`src/rtl/sdram_arb_pkg.sv`:
```
// Shared types and default timing constants for the SDRAM port arbiter.
package sdram_arb_pkg;

  typedef enum logic [1:0] {
    IDLE,
    ST_ACC,
    AUX_ACC,
    REF
  } arb_state_t;

  localparam int unsigned ACC_CYCLES_DEF = 4;
  localparam int unsigned AUX_GAP_DEF    = 2;

endpackage

```
`src/rtl/sdram_arb_port_latch.sv`:
```
// One-deep holding slot for an ST access and an ST refresh that arrive while the SDRAM is busy.
module sdram_arb_port_latch (
  input  logic        clk,
  input  logic        reset_n,
  input  logic        cs_cap,
  input  logic        cs_clr,
  input  logic        ref_cap,
  input  logic        ref_clr,
  input  logic        we_in,
  input  logic [21:0] addr_in,
  input  logic [15:0] din_in,
  input  logic [1:0]  ds_in,
  output logic        cs_vld,
  output logic        ref_vld,
  output logic        we,
  output logic [21:0] addr,
  output logic [15:0] din,
  output logic [1:0]  ds,
  output logic        overrun
);

  always_ff @(posedge clk or negedge reset_n) begin
    if (!reset_n) begin
      cs_vld  <= 1'b0;
      ref_vld <= 1'b0;
      we      <= 1'b0;
      addr    <= '0;
      din     <= '0;
      ds      <= '1;
      overrun <= 1'b0;
    end else begin
      // A slot being drained this cycle can accept the new request in the same edge.
      if (cs_cap && (!cs_vld || cs_clr)) begin
        cs_vld <= 1'b1;
        we     <= we_in;
        addr   <= addr_in;
        din    <= din_in;
        ds     <= ds_in;
      end else if (cs_cap) begin
        overrun <= 1'b1;
      end else if (cs_clr) begin
        cs_vld <= 1'b0;
      end

      if (ref_cap)
        ref_vld <= 1'b1;
      else if (ref_clr)
        ref_vld <= 1'b0;
    end
  end

endmodule

```
`src/rtl/sdram_arb.sv`:
```
// Arbitrates the ST chipset port and an aux (MCU/DMA) port onto one SDRAM controller.
module sdram_arb
  import sdram_arb_pkg::*;
#(
  parameter int unsigned ACC_CYCLES = ACC_CYCLES_DEF,
  parameter int unsigned AUX_GAP    = AUX_GAP_DEF
) (
  input  logic        clk,
  input  logic        reset_n,
  input  logic        ram_ready,
  input  logic        st_cs,
  input  logic        st_we,
  input  logic        st_refresh,
  input  logic [21:0] st_addr,
  input  logic [15:0] st_din,
  input  logic [1:0]  st_ds,
  output logic [15:0] st_dout,
  input  logic        aux_req,
  input  logic        aux_we,
  input  logic [21:0] aux_addr,
  input  logic [15:0] aux_din,
  input  logic [1:0]  aux_ds,
  output logic        aux_ack,
  output logic [15:0] aux_dout,
  output logic        sd_cs,
  output logic        sd_we,
  output logic        sd_refresh,
  output logic [21:0] sd_addr,
  output logic [15:0] sd_din,
  output logic [1:0]  sd_ds,
  input  logic [15:0] sd_dout
);

  localparam int unsigned CW = $clog2(ACC_CYCLES + 1);
  localparam int unsigned IW = $clog2(AUX_GAP + 1);
  localparam logic [CW-1:0] LAST = CW'(ACC_CYCLES - 1);
  localparam logic [IW-1:0] GAP  = IW'(AUX_GAP);

  arb_state_t    state, state_nx;
  logic [CW-1:0] cnt;
  logic [IW-1:0] idle_cnt;

  logic          lat_cs, lat_ref, lat_we, st_overrun;
  logic [21:0]   lat_addr;
  logic [15:0]   lat_din;
  logic [1:0]    lat_ds;

  logic          last, grant_ok, ref_pend, st_pend;
  logic          go_ref, go_st, go_aux;
  logic          cs_cap, cs_clr, ref_cap, ref_clr;

  assign last     = (state != IDLE) && (cnt == LAST);
  assign ref_pend = st_refresh | lat_ref;
  assign st_pend  = st_cs | lat_cs;

  // The older latched ST request is served before a live one; the live one then takes the slot.
  assign cs_cap  = st_cs && !(go_st && !lat_cs);
  assign cs_clr  = go_st && lat_cs;
  assign ref_cap = st_refresh && !(go_ref && !lat_ref);
  assign ref_clr = go_ref && lat_ref;

  sdram_arb_port_latch u_port_latch (
    .clk     (clk),
    .reset_n (reset_n),
    .cs_cap  (cs_cap),
    .cs_clr  (cs_clr),
    .ref_cap (ref_cap),
    .ref_clr (ref_clr),
    .we_in   (st_we),
    .addr_in (st_addr),
    .din_in  (st_din),
    .ds_in   (st_ds),
    .cs_vld  (lat_cs),
    .ref_vld (lat_ref),
    .we      (lat_we),
    .addr    (lat_addr),
    .din     (lat_din),
    .ds      (lat_ds),
    .overrun (st_overrun)
  );

  // ST work chains straight off the final busy cycle; aux is only granted from IDLE,
  // and never in the ack cycle, where the finished request is still held high.
  always_comb begin
    state_nx = state;
    grant_ok = ram_ready && ((state == IDLE) || last);
    go_ref   = 1'b0;
    go_st    = 1'b0;
    go_aux   = 1'b0;
    if (grant_ok && ref_pend)
      go_ref = 1'b1;
    else if (grant_ok && st_pend)
      go_st = 1'b1;
    else if (ram_ready && (state == IDLE) && aux_req && !aux_ack && (idle_cnt >= GAP))
      go_aux = 1'b1;

    if (go_ref)
      state_nx = REF;
    else if (go_st)
      state_nx = ST_ACC;
    else if (go_aux)
      state_nx = AUX_ACC;
    else if (last)
      state_nx = IDLE;
  end

  always_ff @(posedge clk or negedge reset_n) begin
    if (!reset_n) begin
      state <= IDLE;
      cnt   <= '0;
    end else begin
      state <= state_nx;
      if (go_ref || go_st || go_aux)
        cnt <= '0;
      else if (state != IDLE)
        cnt <= cnt + 1'b1;
    end
  end

  always_ff @(posedge clk or negedge reset_n) begin
    if (!reset_n)
      idle_cnt <= '0;
    else if (st_cs || st_refresh)
      idle_cnt <= '0;
    else if (idle_cnt < GAP)
      idle_cnt <= idle_cnt + 1'b1;
  end

  always_ff @(posedge clk or negedge reset_n) begin
    if (!reset_n) begin
      sd_cs      <= 1'b0;
      sd_we      <= 1'b0;
      sd_refresh <= 1'b0;
      sd_addr    <= '0;
      sd_din     <= '0;
      sd_ds      <= '1;
      st_dout    <= '0;
      aux_ack    <= 1'b0;
      aux_dout   <= '0;
    end else begin
      sd_cs      <= go_st | go_aux;
      sd_refresh <= go_ref;
      aux_ack    <= 1'b0;
      if (go_st) begin
        sd_we   <= lat_cs ? lat_we   : st_we;
        sd_addr <= lat_cs ? lat_addr : st_addr;
        sd_din  <= lat_cs ? lat_din  : st_din;
        sd_ds   <= lat_cs ? lat_ds   : st_ds;
      end else if (go_aux) begin
        sd_we   <= aux_we;
        sd_addr <= aux_addr;
        sd_din  <= aux_din;
        sd_ds   <= aux_ds;
      end
      if (last && (state == ST_ACC) && !sd_we)
        st_dout <= sd_dout;
      if (last && (state == AUX_ACC)) begin
        aux_ack <= 1'b1;
        if (!sd_we)
          aux_dout <= sd_dout;
      end
    end
  end

  a_no_st_overrun: assert property (@(posedge clk) disable iff (!reset_n) !st_overrun);
  a_cs_ref_excl:   assert property (@(posedge clk) disable iff (!reset_n) !(sd_cs && sd_refresh));

endmodule

```
`config.mk`:
```
export PLATFORM = sky130hd
export DESIGN_NAME = sdram_arb
export DESIGN_NICKNAME = d
export VERILOG_FILES = /design/src/rtl/sdram_arb_pkg.sv /design/src/rtl/sdram_arb_port_latch.sv /design/src/rtl/sdram_arb.sv
export SDC_FILE = /design/constraint.sdc
export NUM_CORES = 1
export LEC_CHECK = 0
export CAP_MARGIN = 20
export CORE_UTILIZATION = 47
export DETAILED_ROUTE_END_ITERATION = 10
export PLACE_DENSITY_LB_ADDON = 0.2
export SETUP_SLACK_MARGIN = 0.02
export SLEW_MARGIN = 20
export SYNTH_ARGS = -nofsm -noshare
export SYNTH_HDL_FRONTEND = slang
export SYNTH_SLANG_ARGS = --single-unit
```
`constraint.sdc`:
```
create_clock -name clk -period 3.1 [get_ports clk]
set_clock_uncertainty 0.2 [all_clocks]
set_input_delay 0.465 -clock clk [delete_from_list [all_inputs] [get_ports clk]]
set_output_delay 0.465 -clock clk [all_outputs]
set_load 0.02 [all_outputs]
```
======== Word level (Yosys, flattened, before mapping) ========
Index checks and enable logic that the tools add are counted.
word-level totals
  input port bits ......................... 104
  bits in registers ....................... 126
  word-level logic and storage cells ...... 101
  output and inout bits ................... 76
cells by class
  bitwise logic cells ..................... 4
  equal/unequal tests ..................... 4
  $add $sub $neg .......................... 2
  mux-type cells .......................... 32
  reductions and logical operators ........ 39
  magnitude comparators ................... 2
operators with widths
  operator                                                   count
  2-to-1 mux 22 bit                                          3
  2-to-1 mux 16 bit                                          3
  logical AND 1 bit                                          18
  2-to-1 mux 2 bit                                           9
  2-to-1 mux 1 bit                                           15
  nonzero test 2 bit                                         6
  zero test 1 bit                                            6
  2-to-1 mux 3 bit                                           2
  logical OR 1 bit                                           5
  AND reduction 2 bit                                        2
  nonzero test 4 bit                                         1
  adder 3 x 1 -> 3 bit (second input constant)               1
  == test 3 x 2 -> 1 bit (second input constant)             1
  bitwise OR 1 bit                                           3
  adder 2 x 1 -> 2 bit (second input constant)               1
  == test 2 x 1 -> 1 bit (second input constant)             1
  == test 2 bit (second input constant)                      1
  greater-or-equal comparator 2 bit (second input constant)  1
  zero test 2 bit                                            1
  less-than comparator 2 bit (second input constant)         1
  != test 2 bit (second input constant)                      1
  inverter 1 bit                                             1

======== Longest topological paths before layout ========
  depth after elaboration ................. 13
  mapped depth ............................ 8
  depth with buffers taken out ............ 6

======== By module ========
From an unflattened synthesis, not the netlist that was laid out.
second synthesis, totals
  cell total of the unflattened synthesis .. 397
  area total of the unflattened synthesis .. 5815.6 um^2
modules (own cells, without submodules)
  module                instances  area an instance (um^2)  seq. area each (um^2)  cells an instance
  sdram_arb             1          4003.8                   2079.5                 301
  sdram_arb_port_latch  1          1811.7                   1103.6                 96

======== Worst setup path after synthesis ========
Ideal clock, no wire load.
  path type ............................... reg2reg
  start point ............................. reg cnt[0]
  end point ............................... reg sd_addr[16]
  path slack .............................. 0.687 ns
  buffers on the path ..................... 1
  data arrival time ....................... 2.086 ns
  clock period less this slack ............ 2.413 ns
  stages on the path, launching flop included .. 8
  data required time ...................... 2.773 ns
  setup time .............................. 0.127 ns
  cell sequence ........................... dfrtp_1 > ha_1 > ha_1 > o21bai_1 > nand3_1 > clkbuf_1 > mux2_2 > mux2_1
on the way
  longest elaborated chain between the ends .. 8
  elaborated cells on any way between the ends .. 12
  those cells by class .................... eq/ne (1); mux (5); reduce/logical (6)
ends and longest elaborated chain
  item                                                            RTL line          source
  start, declared                                                 sdram_arb.sv:40   logic [CW-1:0] cnt;
  start signal, assigned                                          sdram_arb.sv:116  cnt <= cnt + 1'b1;
  == test 3 x 2 -> 1 bit *                                        sdram_arb.sv:52   assign last = (state != IDLE) && (cnt == LAST);
  logical AND 1 bit *                                             sdram_arb.sv:52
  logical OR 1 bit *                                              sdram_arb.sv:86   grant_ok = ram_ready && ((state == IDLE) || last);
  logical AND 1 bit *                                             sdram_arb.sv:86
  logical AND 1 bit                                               sdram_arb.sv:92   else if (grant_ok && st_pend)
  2-to-1 mux 1 bit                                                sdram_arb.sv:92
  2-to-1 mux 1 bit                                                sdram_arb.sv:90   if (grant_ok && ref_pend)
  2-to-1 mux 22 bit / nonzero test 2 bit (equally long branches)  -
  end signal, assigned                                            sdram_arb.sv:146  sd_addr <= lat_cs ? lat_addr : st_addr;
  end signal, assigned                                            sdram_arb.sv:151  sd_addr <= aux_addr;
  end, declared                                                   sdram_arb.sv:28   output logic [21:0] sd_addr,
Every way passes the cells marked *; elsewhere a longest branch is shown, timed or not.
A chain may end at the register's enable or synchronous reset.

======== Worst setup path in the final report ========
  start point ............................. reg cnt[0]
  end point ............................... reg u_port_latch.addr[17]
on the way
  longest elaborated chain between the ends .. 11
  elaborated cells on any way between the ends .. 14
  those cells by class .................... eq/ne (1); mux (2); reduce/logical (11)
ends and longest elaborated chain
  item                      RTL line                    source
  == test 3 x 2 -> 1 bit *  sdram_arb.sv:52
  logical AND 1 bit *       sdram_arb.sv:52
  logical OR 1 bit *        sdram_arb.sv:86
  logical AND 1 bit *       sdram_arb.sv:86
  logical AND 1 bit         sdram_arb.sv:92
  2-to-1 mux 1 bit          sdram_arb.sv:92
  2-to-1 mux 1 bit *        sdram_arb.sv:90
  logical AND 1 bit         sdram_arb.sv:57             assign cs_cap = st_cs && !(go_st && !lat_cs);
  zero test 1 bit           sdram_arb.sv:57
  logical AND 1 bit         sdram_arb.sv:57
  logical AND 1 bit *       sdram_arb_port_latch.sv:33  if (cs_cap && (!cs_vld || cs_clr)) begin
  end signal, assigned      sdram_arb_port_latch.sv:36  addr <= addr_in;
  end, declared             sdram_arb_port_latch.sv:16  output logic [21:0] addr,
Marked as above.

==> metrics.md <==
| Metric | Value |
|---|---|
| Status | `complete, but fails checks` |
| Failing checks | `design-rule violations` |
| Final min period | `around 2.6 ns` |
| # IOs | `180` |
| Hold_ws | `0.287 ns` |
| R2R Path End | `u_port_latch.addr[17]` |
| Final Non-Filler Cells | `~740` |
| Drt drc | `11` |
| Fillers | `~840` |
| Max incr delay on CP | `~0.4 ns` |
| Dominant cells by area after synthesis | `dfrtp_1 54%, mux2_2 28%, mux2_1 3.8%, o2bb2ai_1 2.8%, a22oi_1 2.4%` |
| Final GP Congestion | `0.743` |
| CTS clk-pin slew, worst paths | `0.05 ns` |
| N_diodes | `0` |
| CP bufs+invs | `1` |
| Syn-to-layout area delta | `45.3%` |
| Syn Area/Cell | `14.5 sq um` |
| Hold depth | `1` |
| Mapped Nets | `between 400 and 500` |
| Initial antenna violation count | `0` |
| Worst hold path type | `reg -> reg` |
| Combinational share of power | `0.403` |
| Global-route wire length before repair | `22400 microns` |
| H-tree depth | `4` |
| Cell-internal power | `5.45 mW` |
| Worst Max-Slew Pin Slew | `between 0.5 and 0.6 ns` |
| Die extent in y | `about 110 microns` |
| DR iter-0 viols | `163` |
| EDFF count, synth | `0` |
| Synth area leader | `dfrtp_1` |
| Total Wirelength | `~14000 microns` |
| Synth unique cells | `35` |
| IO buf count | `between 150 and 200` |
| Max stage delay cell, worst path | `dfrtp_1` |
| Kind of critical path | `reg -> reg` |
| Final nets | `686` |
| Via count | `just under 4000` |
| Max-slew violations | `0` |
| Multi-input logic area | `about 2400 sq um` |
| Top cell type's share of synthesized area | `0.536` |
| Pwr dens | `around 960 nW/um^2` |
| Endpoints failing hold | `0` |
| Starting Density | `0.491` |
| Worst hold endpoint | `u_port_latch.din[8]` |
| Slew HR | `0.632` |
| RSZ-0062 raised after global routing | `no` |
| CP Data Arrival Time | `2.69 ns` |
| Async S/R FF share, synth | `1.00` |
| P_sw | `about 2.5 mW` |
| Syn Inst Count | `approximately 390` |
| Setup ws final | `0.504 ns` |
| Max Fanout on Critical Path | `13` |
| Inserted Clock Buffers | `17` |
| Largest net degree at the start of global routing | `64` |
| CP startpoint | `cnt[0]` |
| Clk pwr share | `0.237` |
| Root buffer cell | `clkbuf_16` |
| Sequential power share | `0.361` |
| Final setup TNS | `0 ns` |
| Core area | `11600 sq um` |
| Max Cap Viol | `0` |
| Hold path startpoint | `u_port_latch.din[8]` |
| Top_reg_cell synth | `dfrtp_1` |
| Total power | `just under 8 mW` |
| Critical R2R Launch | `cnt[0]` |
| Cell Chain, Critical Path | `ha_1 -> ha_1 -> o21bai_1 -> nand3_1 -> mux2i_4 -> buf_4 -> mux2_2` |
| Synthesis Warnings | `0` |
| Synth Register Bits | `~130` |
| Routed Antenna Nets | `0` |
| Period utilisation layout | `0.837` |
| Synthesized area | `5700 sq um` |
| Cell count of the worst reg-to-reg path | `7` |
| Most common cell after layout, fill and taps aside | `clkdlybuf4s50_1` |
| DIE WIDTH | `112 microns` |
| Reg area | `about 3200 sq um` |
| DR vias/cell | `~5.4` |
| Post-Place Setup Slack | `0.457 ns` |
| Drt pass-1 iters | `7` |
| Worst setup EP type | `register` |
| LEAKAGE | `about 3.5 nW` |
| F_max | `a little under 400 MHz` |
| Total congestion overflow | `0` |
| Num Clock Sinks | `around 130` |
| Most frequent cells in the layout | `178 x clkdlybuf4s50_1, 141 x mux2_2, 121 x dfrtp_1, 19 x mux2_1` |
| Top cell by count, worst path | `ha_1` |
| FP Rows | `39` |
| Final setup viols | `0` |
| Gr usage total | `0.234` |
| Number of placed instances with taps included | `approximately 700` |
| WL per Instance | `18.4 microns` |
| FF-to-FF setup slack | `0.50 ns` |
| Sw Share | `0.313` |
| Clock tree buffer depth | `2` |
| Post-synthesis sequential area ratio | `0.554` |
| Worst EP required | `approximately 3.2 ns` |
| Vias in the first global route | `between 4000 and 5000` |
| Crit path max-delay family | `multiplexers` |
| CTS tree | `built` |
| VDD IR-drop max | `approximately 0.0006 V` |
| Final HPWL DP | `~9300 microns` |
| Share of cells above drive strength 1 | `0.328` |
| Clock Latency Late Sink | `0.41 ns` |
| DIE AREA | `between 10000 and 15000 sq um` |
| Crit path launch type | `register` |
-- metal layers --
| layer | track usage | part of all wire | routed length [microns] | vias to the layer above |
|---|---|---|---|---|
| li1 | - | - | - | 1817 |
| met1 | 0.284 | 0.41 | 5570 | 2000 |
| met2 | 0.378 | 0.49 | 6680 | 127 |
| met3 | 0.0783 | 0.070 | 946 | 23 |
| met4 | 0.111 | 0.024 | 331 | 0 |
| met5 | 0 | 0 | 0 | - |
-- state kept, by name (all words and copies together) (netlist names), 2 cells and up --
register	count
st_dout	16
sd_addr	22
aux_dout	16
sd_din	16
cnt	3
u_port_latch.din	16
u_port_latch.addr	22
idle_cnt	2
state	2
sd_ds	2
u_port_latch.ds	2
-- cell usage after synthesis (2+ instances only) --
library cell / instances
mux2_1: 19
nand3_1: 3
ha_1: 3
dfstp_2: 4
buf_6: 4
inv_1: 5
dfrtp_1: 122
nor2_1: 6
nand2_1: 5
o2bb2ai_1: 18
clkbuf_1: 8
buf_1: 2
maj3_1: 2
or4_1: 2
mux2i_1: 2
mux2_2: 141
a22oi_1: 18
buf_2: 10
a211oi_1: 2
-- worst register-to-register path: cells and delay by family, from the launching register on --
kind            cells  cell delay [ns]
mux                 2             0.67
fa+ha+maj           2             0.44
flops               1             0.40
compound gates      1             0.28
buf+inv             1             0.26
simple gates        1             0.22
-- metrics by stage --
stage,instance area [sq um],utilization
2_1_floorplan,5700,-
3_3_place_gp,7710,0.664
3_5_place_dp,7710,0.664
4_1_cts,8280,0.713
5_1_grt,8280,0.713
6_report,8280,0.713
-- power groups by stage --
stage / sequential (mW) / clock [mW] / combinational (mW)
after global routing: 2.96 / 2.01 / 3.39
after floorplan: 3.37 / 0 / 1.28
after detailed placement: 2.88 / 0 / 3.22
after CTS: 2.87 / 1.92 / 3.24
final: 2.86 / 1.88 / 3.19
after global placement: 2.82 / 0 / 3.13
-- layout make-up --
| class | instances | area share |
|---|---|---|
| multi-input cells | 237 | 0.292 |
| flip-flops and latches | 126 | 0.381 |
| clock inverters | 6 | 0.00695 |
| inverters | 5 | 0.00227 |
| repair buffers | 192 | 0.234 |
| clock buffers | 26 | 0.0615 |
| well taps | 143 | 0.0216 |
-- worst max path at each step --
stage / end / slack [ns] / depth (start not counted)
after detailed placement: sd_addr[21] / 0.46 / 6
after global placement: sd_addr[7] / 0.50 / 6
after CTS: u_port_latch.addr[17] / 0.49 / 7
after global routing: u_port_latch.addr[17] / 0.34 / 7
final: u_port_latch.addr[17] / 0.50 / 7
after floorplan: sd_addr[16] / 0.69 / 7
-- timing repair --
| item | CTS | global route |
|---|---|---|
| setup buffers | 0 | 0 |
| endpoints found under the hold margin | 39 | 0 |
| hold buffers | 1 | 0 |
| gates resized for setup | 0 | 0 |
-- cell families (layout without fill, tap and decap cells) --
| group | after synthesis | after routing | share of synthesized area |
|---|---|---|---|
| mux | 162 | 162 | 0.320 |
| flops | 126 | 126 | 0.554 |
| compound gates | 43 | 43 | 0.0612 |
| buf+inv | 29 | 229 | 0.0266 |
| simple gates | 25 | 25 | 0.0255 |
| fa+ha+maj | 5 | 5 | 0.0101 |
| xor+xnor | 2 | 2 | 0.00307 |
No activity file was read; power rests on OpenSTA's default activity.
